$ cat config.mk
export PLATFORM = sky130hd
export DESIGN_NAME = fan_tach_meter
export DESIGN_NICKNAME = d
export VERILOG_FILES = /design/src/rtl/fan_pkg.sv /design/src/rtl/tach_sync_filter.sv /design/src/rtl/fan_tach_meter.sv
export SDC_FILE = /design/constraint.sdc
export NUM_CORES = 1
export LEC_CHECK = 0
export CAP_MARGIN = 15
export CORE_ASPECT_RATIO = 0.5
export CORE_MARGIN = 2
export CORE_UTILIZATION = 55
export CTS_BUF_LIST = sky130_fd_sc_hd__clkbuf_8
export CTS_CLUSTER_SIZE = 8
export DETAILED_ROUTE_END_ITERATION = 8
export HOLD_SLACK_MARGIN = 0.15
export PLACE_DENSITY = 0.87
export SLEW_MARGIN = 10
export SYNTH_ARGS = -nofsm -noshare
export SYNTH_HDL_FRONTEND = slang
export SYNTH_SLANG_ARGS = --single-unit
$ cat constraint.sdc
create_clock -name clk_in -period 5.1 [get_ports clk_in]
set_input_delay 0.765 -clock clk_in [delete_from_list [all_inputs] [get_ports clk_in]]
set_output_delay 0.765 -clock clk_in [all_outputs]
set_load 0.02 [all_outputs]
$ cat src/rtl/fan_pkg.sv
// Shared fan-control definitions: measurement FSM encoding and default timing constants,
// common to the clock divider, the tach meter and the fan controller.
package fan_pkg;

   // Defaults assume a 100 MHz system clock: a 1 s gate and a 16-bit edge count
   localparam int unsigned DEF_GATE_CYCLES = 100_000_000;
   localparam int unsigned DEF_CNT_W       = 16;
   localparam int unsigned DEF_FILTER_LEN  = 4;

   // Flops between the asynchronous tach pin and the first use of its level
   localparam int unsigned SYNC_STAGES     = 2;

   // Measurement FSM encoding
   localparam logic [1:0] ST_IDLE    = 2'd0;
   localparam logic [1:0] ST_MEASURE = 2'd1;
   localparam logic [1:0] ST_LATCH   = 2'd2;

endpackage

$ cat src/rtl/tach_sync_filter.sv
// Tach input conditioning: 2-flop synchronizer, optional stability filter
// (enabled by the TACH_FILTER_EN macro), and a registered rising-edge pulse.
module tach_sync_filter
   import fan_pkg::*;
#(
   parameter int unsigned FILTER_LEN = DEF_FILTER_LEN
) (
   input  logic clk_in,
   input  logic rst,
   input  logic tach_in,
   output logic edge_pulse
);

   logic [SYNC_STAGES-1:0] sync_reg;
   logic                   level;
   logic                   level_prev_reg;
   logic                   edge_reg;

   always_ff @(posedge clk_in) begin
      if (rst) begin
         sync_reg <= '0;
      end else begin
         sync_reg <= {sync_reg[SYNC_STAGES-2:0], tach_in};
      end
   end

`ifdef TACH_FILTER_EN
   localparam int unsigned FLT_W = $clog2(FILTER_LEN + 1);

   logic [FLT_W-1:0] stab_cnt_reg;
   logic             filt_reg;

   // The accepted level only moves once the synchronized input has disagreed with it
   // for FILTER_LEN consecutive cycles; any shorter excursion resets the count.
   always_ff @(posedge clk_in) begin
      if (rst) begin
         stab_cnt_reg <= '0;
         filt_reg     <= 1'b0;
      end else if (sync_reg[SYNC_STAGES-1] == filt_reg) begin
         stab_cnt_reg <= '0;
      end else if (stab_cnt_reg == FLT_W'(FILTER_LEN - 1)) begin
         stab_cnt_reg <= '0;
         filt_reg     <= sync_reg[SYNC_STAGES-1];
      end else begin
         stab_cnt_reg <= stab_cnt_reg + 1'b1;
      end
   end

   assign level = filt_reg;
`else
   // Without the filter every synchronized rising edge is used; FILTER_LEN has no effect.
   logic unused_filter_len;
   assign unused_filter_len = (FILTER_LEN != 0);
   assign level             = sync_reg[SYNC_STAGES-1];
`endif

   always_ff @(posedge clk_in) begin
      if (rst) begin
         level_prev_reg <= 1'b0;
         edge_reg       <= 1'b0;
      end else begin
         level_prev_reg <= level;
         edge_reg       <= level & ~level_prev_reg;
      end
   end

   assign edge_pulse = edge_reg;

endmodule

$ cat src/rtl/fan_tach_meter.sv
// Fan tachometer frequency meter: counts conditioned tach rising edges over back-to-back
// gate windows of GATE_CYCLES clocks. Optional glitch filter selected by TACH_FILTER_EN.
module fan_tach_meter
   import fan_pkg::*;
#(
   parameter int unsigned GATE_CYCLES = DEF_GATE_CYCLES,
   parameter int unsigned CNT_W       = DEF_CNT_W,
   parameter int unsigned FILTER_LEN  = DEF_FILTER_LEN
) (
   input  logic             clk_in,
   input  logic             rst,
   input  logic             enable,
   input  logic             tach_in,
   output logic [CNT_W-1:0] freq_count,
   output logic             valid,
   output logic             stall,
   output logic             overflow
);

   localparam int unsigned      GATE_W    = $clog2(GATE_CYCLES);
   localparam logic [GATE_W-1:0] GATE_LAST = GATE_W'(GATE_CYCLES - 1);
   localparam logic [CNT_W-1:0]  CNT_MAX   = {CNT_W{1'b1}};

   logic              edge_pulse;

   logic [1:0]        state_reg,      state_next;
   logic [GATE_W-1:0] gate_cnt_reg,   gate_cnt_next;
   logic [CNT_W-1:0]  edge_cnt_reg,   edge_cnt_next;
   logic              sat_reg,        sat_next;
   logic [CNT_W-1:0]  freq_count_reg, freq_count_next;
   logic              valid_reg,      valid_next;
   logic              stall_reg,      stall_next;
   logic              overflow_reg,   overflow_next;

   tach_sync_filter #(
      .FILTER_LEN (FILTER_LEN)
   ) u_sync_filter (
      .clk_in     (clk_in),
      .rst        (rst),
      .tach_in    (tach_in),
      .edge_pulse (edge_pulse)
   );

   always_comb begin
      state_next      = state_reg;
      gate_cnt_next   = gate_cnt_reg;
      edge_cnt_next   = edge_cnt_reg;
      sat_next        = sat_reg;
      freq_count_next = freq_count_reg;
      valid_next      = 1'b0;
      stall_next      = stall_reg;
      overflow_next   = overflow_reg;

      case (state_reg)
         ST_IDLE: begin
            if (enable) begin
               state_next    = ST_MEASURE;
               gate_cnt_next = '0;
               edge_cnt_next = '0;
               sat_next      = 1'b0;
            end
         end

         ST_MEASURE: begin
            if (!enable) begin
               // Abort: the partial window is dropped and published results stay put
               state_next    = ST_IDLE;
               gate_cnt_next = '0;
               edge_cnt_next = '0;
               sat_next      = 1'b0;
            end else begin
               if (edge_pulse) begin
                  if (edge_cnt_reg != CNT_MAX) begin
                     edge_cnt_next = edge_cnt_reg + 1'b1;
                  end
                  if (edge_cnt_reg >= CNT_MAX - 1'b1) begin
                     sat_next = 1'b1;
                  end
               end
               if (gate_cnt_reg == GATE_LAST) begin
                  state_next = ST_LATCH;
               end else begin
                  gate_cnt_next = gate_cnt_reg + 1'b1;
               end
            end
         end

         ST_LATCH: begin
            freq_count_next = edge_cnt_reg;
            stall_next      = (edge_cnt_reg == '0);
            overflow_next   = sat_reg;
            valid_next      = 1'b1;
            gate_cnt_next   = '0;
            // An edge seen while publishing belongs to the window that starts now
            edge_cnt_next   = CNT_W'(edge_pulse);
            sat_next        = edge_pulse && (CNT_W == 1);
            state_next      = enable ? ST_MEASURE : ST_IDLE;
         end

         default: begin
            state_next    = ST_IDLE;
            gate_cnt_next = '0;
            edge_cnt_next = '0;
            sat_next      = 1'b0;
         end
      endcase
   end

   always_ff @(posedge clk_in) begin
      if (rst) begin
         state_reg      <= ST_IDLE;
         gate_cnt_reg   <= '0;
         edge_cnt_reg   <= '0;
         sat_reg        <= 1'b0;
         freq_count_reg <= '0;
         valid_reg      <= 1'b0;
         stall_reg      <= 1'b0;
         overflow_reg   <= 1'b0;
      end else begin
         state_reg      <= state_next;
         gate_cnt_reg   <= gate_cnt_next;
         edge_cnt_reg   <= edge_cnt_next;
         sat_reg        <= sat_next;
         freq_count_reg <= freq_count_next;
         valid_reg      <= valid_next;
         stall_reg      <= stall_next;
         overflow_reg   <= overflow_next;
      end
   end

   assign freq_count = freq_count_reg;
   assign valid      = valid_reg;
   assign stall      = stall_reg;
   assign overflow   = overflow_reg;

endmodule
; Word-level counts from Yosys, hierarchy flattened
; Index checks and enable logic that the tools add are counted.
[word_totals]
register_bits = 69
latch_bits = 0
ram_bits = 0
mem_bits_ro = 0
inputBits = 4
out_inout_bits = 19
word_cells = 52
mem_count = 0
[classes]
n_addsub = 2
multipliers = 0
div = 0
order_cmp = 1
n_eq_ne = 10
n_shift = 0
n_mux = 20
bitwise_logic = 2
reduce_logical = 6
[ops]
columns = op, count
row1 = 2-to-1 mux 27 bit, 3
row2 = 2-to-1 mux 16 bit, 4
row3 = case mux 27 bit (2 select lines), 1
row4 = case mux 16 bit (3 select lines), 1
row5 = "adder 27 x 1 -> 27 bit, second input constant", 1
row6 = "equality test 27 bit, second input constant", 1
row7 = "adder 16 x 1 -> 16 bit, second input constant", 1
row8 = "greater-or-equal comparator 16 bit, second input constant", 1
row9 = zero test 16 bit, 1
row10 = "!= test 16 bit, second input constant", 1
row11 = "!= test 3 bit, second input constant", 4
row12 = 2-to-1 mux 1 bit, 6
row13 = 2-to-1 mux 2 bit, 3
row14 = case mux 2 bit (3 select lines), 1
row15 = AND reduction 3 bit, 2
row16 = AND reduction 2 bit, 2
row17 = "!= test 3 x 2 -> 1 bit, second input constant", 1
row18 = "equality test 2 x 1 -> 1 bit, second input constant", 1
row19 = "equality test 2 bit, second input constant", 1
row20 = zero test 2 bit, 1
row21 = "!= test 2 bit, second input constant", 1
row22 = case mux 1 bit (2 select lines), 1
row23 = AND 1 bit, 1
row24 = NOT 1 bit, 1

; Longest topological paths before layout
[logic_depth]
ltp_word = 5
mapped_depth = 9

; Modules after synthesis
; A second synthesis with hierarchy kept.
[hier_totals]
hier_cells = 384
area_unflattened_um2 = 3394.5
[modules_own_cells]
columns = mod, instances, cells_each, area_per_inst_um2, seq_area_each_um2
row1 = fan_tach_meter, 1, 376, 3283.1, 1301.2
row2 = tach_sync_filter, 1, 8, 111.4, 80.1

; Worst setup path after synthesis
; Ideal clock, no wire load.
[synth_timing]
path_type = input to register
start = in enable
end = reg gate_cnt_reg[26]
t_arrival_ps = 2155
required_time_ps = 5030
path_slack_ps = 2874
stages = 7
n_path_buf = 2
cell_sequence = nand2b_1 -> buf_6 -> nand4_4 -> or4_1 -> buf_2 -> or3_1 -> a21oi_1
[synth_between]
elab_chain_len = 2
[synth_rtl]
columns = item, line
row1 = from (decl), fan_tach_meter.sv:12  ; input logic enable,
row2 = "2-to-1 mux 27 bit, or another cell as far along", fan_tach_meter.sv:65  ; if (!enable) begin
row3 = case mux 27 bit (2 select lines) or AND reduction 2 bit (tied branches), -
row4 = to (signal assigned), fan_tach_meter.sv:121  ; gate_cnt_reg <= gate_cnt_next;
row5 = to (decl), fan_tach_meter.sv:27  ; logic [GATE_W-1:0] gate_cnt_reg, gate_cnt_next;
; Several ways; a longest one is shown, not always the timed one.
; A chain may end at the register's enable or synchronous reset.

; Worst setup path after layout
[layout_timing]
start = in enable
end = reg gate_cnt_reg[5]
; The elaborated chain is that of the path after synthesis.

==> metrics <==
# DRC 0; Initial DRC Count 211; CP startpoint kind input pin; Clk pwr share 43.7%; fmax 335 MHz; Post-Route Skew 0.0105 ns; Crit Reg-Reg Startpoint state_reg[1]; Post-Syn Area roughly 3300 um^2; syn avg cell area 8.65 um^2; First-pass DRT Iterations 6; Min Hold Slack 0.389 ns; leak pwr 1.15 nW; core region area 5590 um^2; fill count 430; Mapped Nets 388; r2r worst-path depth 7; crit path max fanout 27; Post-synth top cells dfxtp_1 (69), nor2_1 (39), a21oi_1 (31); post-layout util between 60% and 70%; Logic pwr share 4.7%; Top FF cell, synth dfxtp_1; register area share after synthesis 42.5%; TritonCTS clock tree done; fin. max-slew vios 0; initial core utilization 58.2%; P&R area growth vs syn 14.0%; Setup TNS 0 ns; CP arrival 3.28 ns; min-delay worst type register to register; layout cell share with drive strength beyond 1 6.55%; cts bufs inserted 9; max_cap viols 0; all-layer global routing usage 23.9%; H-tree lvl count 3; total power 1.05 mW; status complete, no violations; CP Class input pin to register; root cell of the clock tree clkbuf_8; clk_lat worst skew 0.35 ns; hold path startpoint u_sync_filter.level_prev_reg; WL/cell 16.2 um; die area 6580 um^2; num rows 19; number of port buffers 22; count of cell types in the netlist 48; Final min period ~3.0 ns; worst-path cell chain clkdlybuf4s50_1, nand2b_1, nand2_1, nand2b_1, or4_1, nand2_1; num ports 23; Cells after Synth approximately 380; switching portion of total power between 20 and 25%; vias in the first global route 2863; clk sink count 69; number of enable flip-flop cells after synthesis 0; CP required between 5 and 6 ns; Slowest cell on crit path or4_1; CP Capture Point gate_cnt_reg[5]; pwr/cell area 284 nW/um^2; Ys Warns 0; hold buffers post-CTS 0; Post CTS Setup Buffer Count 0; pin count of the biggest net entering global routing 37; Slew headroom 35.0%; RD Place Congestion 0.883; Non-Filler Instances 470; Clock transition at path regs 0.07 ns; antenna cells 0; share of the synthesized area in the top cell type a little over two fifths; count leader, synth dfxtp_1; Final Hold Vio Count 0; Critical R2R Capture gate_cnt_reg[5]; Vias/cell 6.33; GRT overflow 0; P_int 0.818 mW; initial antenna violation count 0; Routed Antenna Nets 0; sequential fraction of design power 51.6%; DIE HEIGHT 58.4 um; Final period util between 50% and 60%; final WL 7630 um; fraction of registers with async set or reset after synthesis 0%; Post-CTS Resized 0; start point of the critical path enable; Crit. End Element register; clock buffer depth 2; Inst Count DP 453; Yosys top cell by area dfxtp_1; CP max stage delay 0.69 ns; #FFs+latches synth 69; sw power 0.235 mW; largest cells by area after synthesis dfxtp_1 (42%), mux2i_1 (5.2%), a21oi_1 (4.8%); DP Wirelength 5150 um; Worst-Margin Slew 0.975 ns; Via Count about 3000; RSZ-0062 raised after global routing false; max reg flops 27; Final #Nets 404; chip width around 110 um; r2r setup slk 2.53 ns; Final setup viols 0; peak supply drop 0.177 mV; first-pass GRT wire length 12600 um
-- worst min path at each step --
stage	end	depth (start not counted)
after floorplan	u_sync_filter.edge_pulse	1
after global placement	u_sync_filter.edge_pulse	1
after detailed placement	u_sync_filter.edge_pulse	1
after CTS	u_sync_filter.edge_pulse	1
after global routing	u_sync_filter.edge_pulse	1
final	u_sync_filter.edge_pulse	1
-- power by group through the flow --
stage,logic [mW],clock network [mW],registers (mW)
global route,0.0540,0.490,0.543
global placement,0.0445,0,0.555
detailed placement,0.0470,0,0.556
CTS,0.0479,0.465,0.543
finish,0.0494,0.460,0.543
floorplan,0.0372,0,0.555
-- worst max-delay path, delay by kind of cell --
kind          cells  cell delay, ns
simple gates      5            1.99
buf+inv           1            0.52
-- per-layer routing --
| layer | vias to the layer above | wire length [um] | track usage, % |
|---|---|---|---|
| met5 | - | 0 | 0 |
| met4 | 0 | 127 | 10.8 |
| met3 | 19 | 526 | 8.34 |
| met2 | 137 | 3760 | 41.9 |
| met1 | 1395 | 3220 | 27.1 |
| li1 | 1422 | - | - |
-- cells in the final DEF (no fill, tap or decap), drive strengths merged, types with 11 or more instances in the layout --
cell type / count
nand3: 19
dfxtp: 69
or3: 16
nand2: 21
o21ai: 21
clkdlybuf4s50: 22
nor4: 11
a21oi: 31
nand4: 18
nor2: 39
or4: 13
clkbuf: 13
mux2i: 17
inv: 11
-- final cells by class --
cell class / count / area, um^2 / share of cell area (%)
clock inverters: 4 / 46.3 / 1.25
flip-flops and latches: 69 / 1380 / 37.3
clock buffers: 12 / 165 / 4.46
repair buffers: 26 / 248 / 6.68
multi-input cells: 276 / 1740 / 46.9
inverters: 10 / 37.5 / 1.01
well taps: 73 / 91.3 / 2.46
-- cell families (layout without fill, tap and decap cells) --
group	count (synthesis)	in the layout	share of synthesized area (%)
multiplexers	17	17	5.23
XOR/XNOR	11	11	2.96
AO/OA/AOI/OAI	77	77	14.4
AND/OR/NAND/NOR	163	163	27.7
flip-flops	69	69	42.5
adder cells (fa/ha/maj)	8	8	3.08
buffers and inverters	31	52	4.12
-- per-stage QoR --
step	area, um^2	worst slack [ns]
floorplan	3250	2.87
global placement	3490	1.95
detailed placement	3490	1.80
CTS	3700	2.16
global route	3710	1.95
finish	3710	2.12
Power figures use the tool's default switching activity.
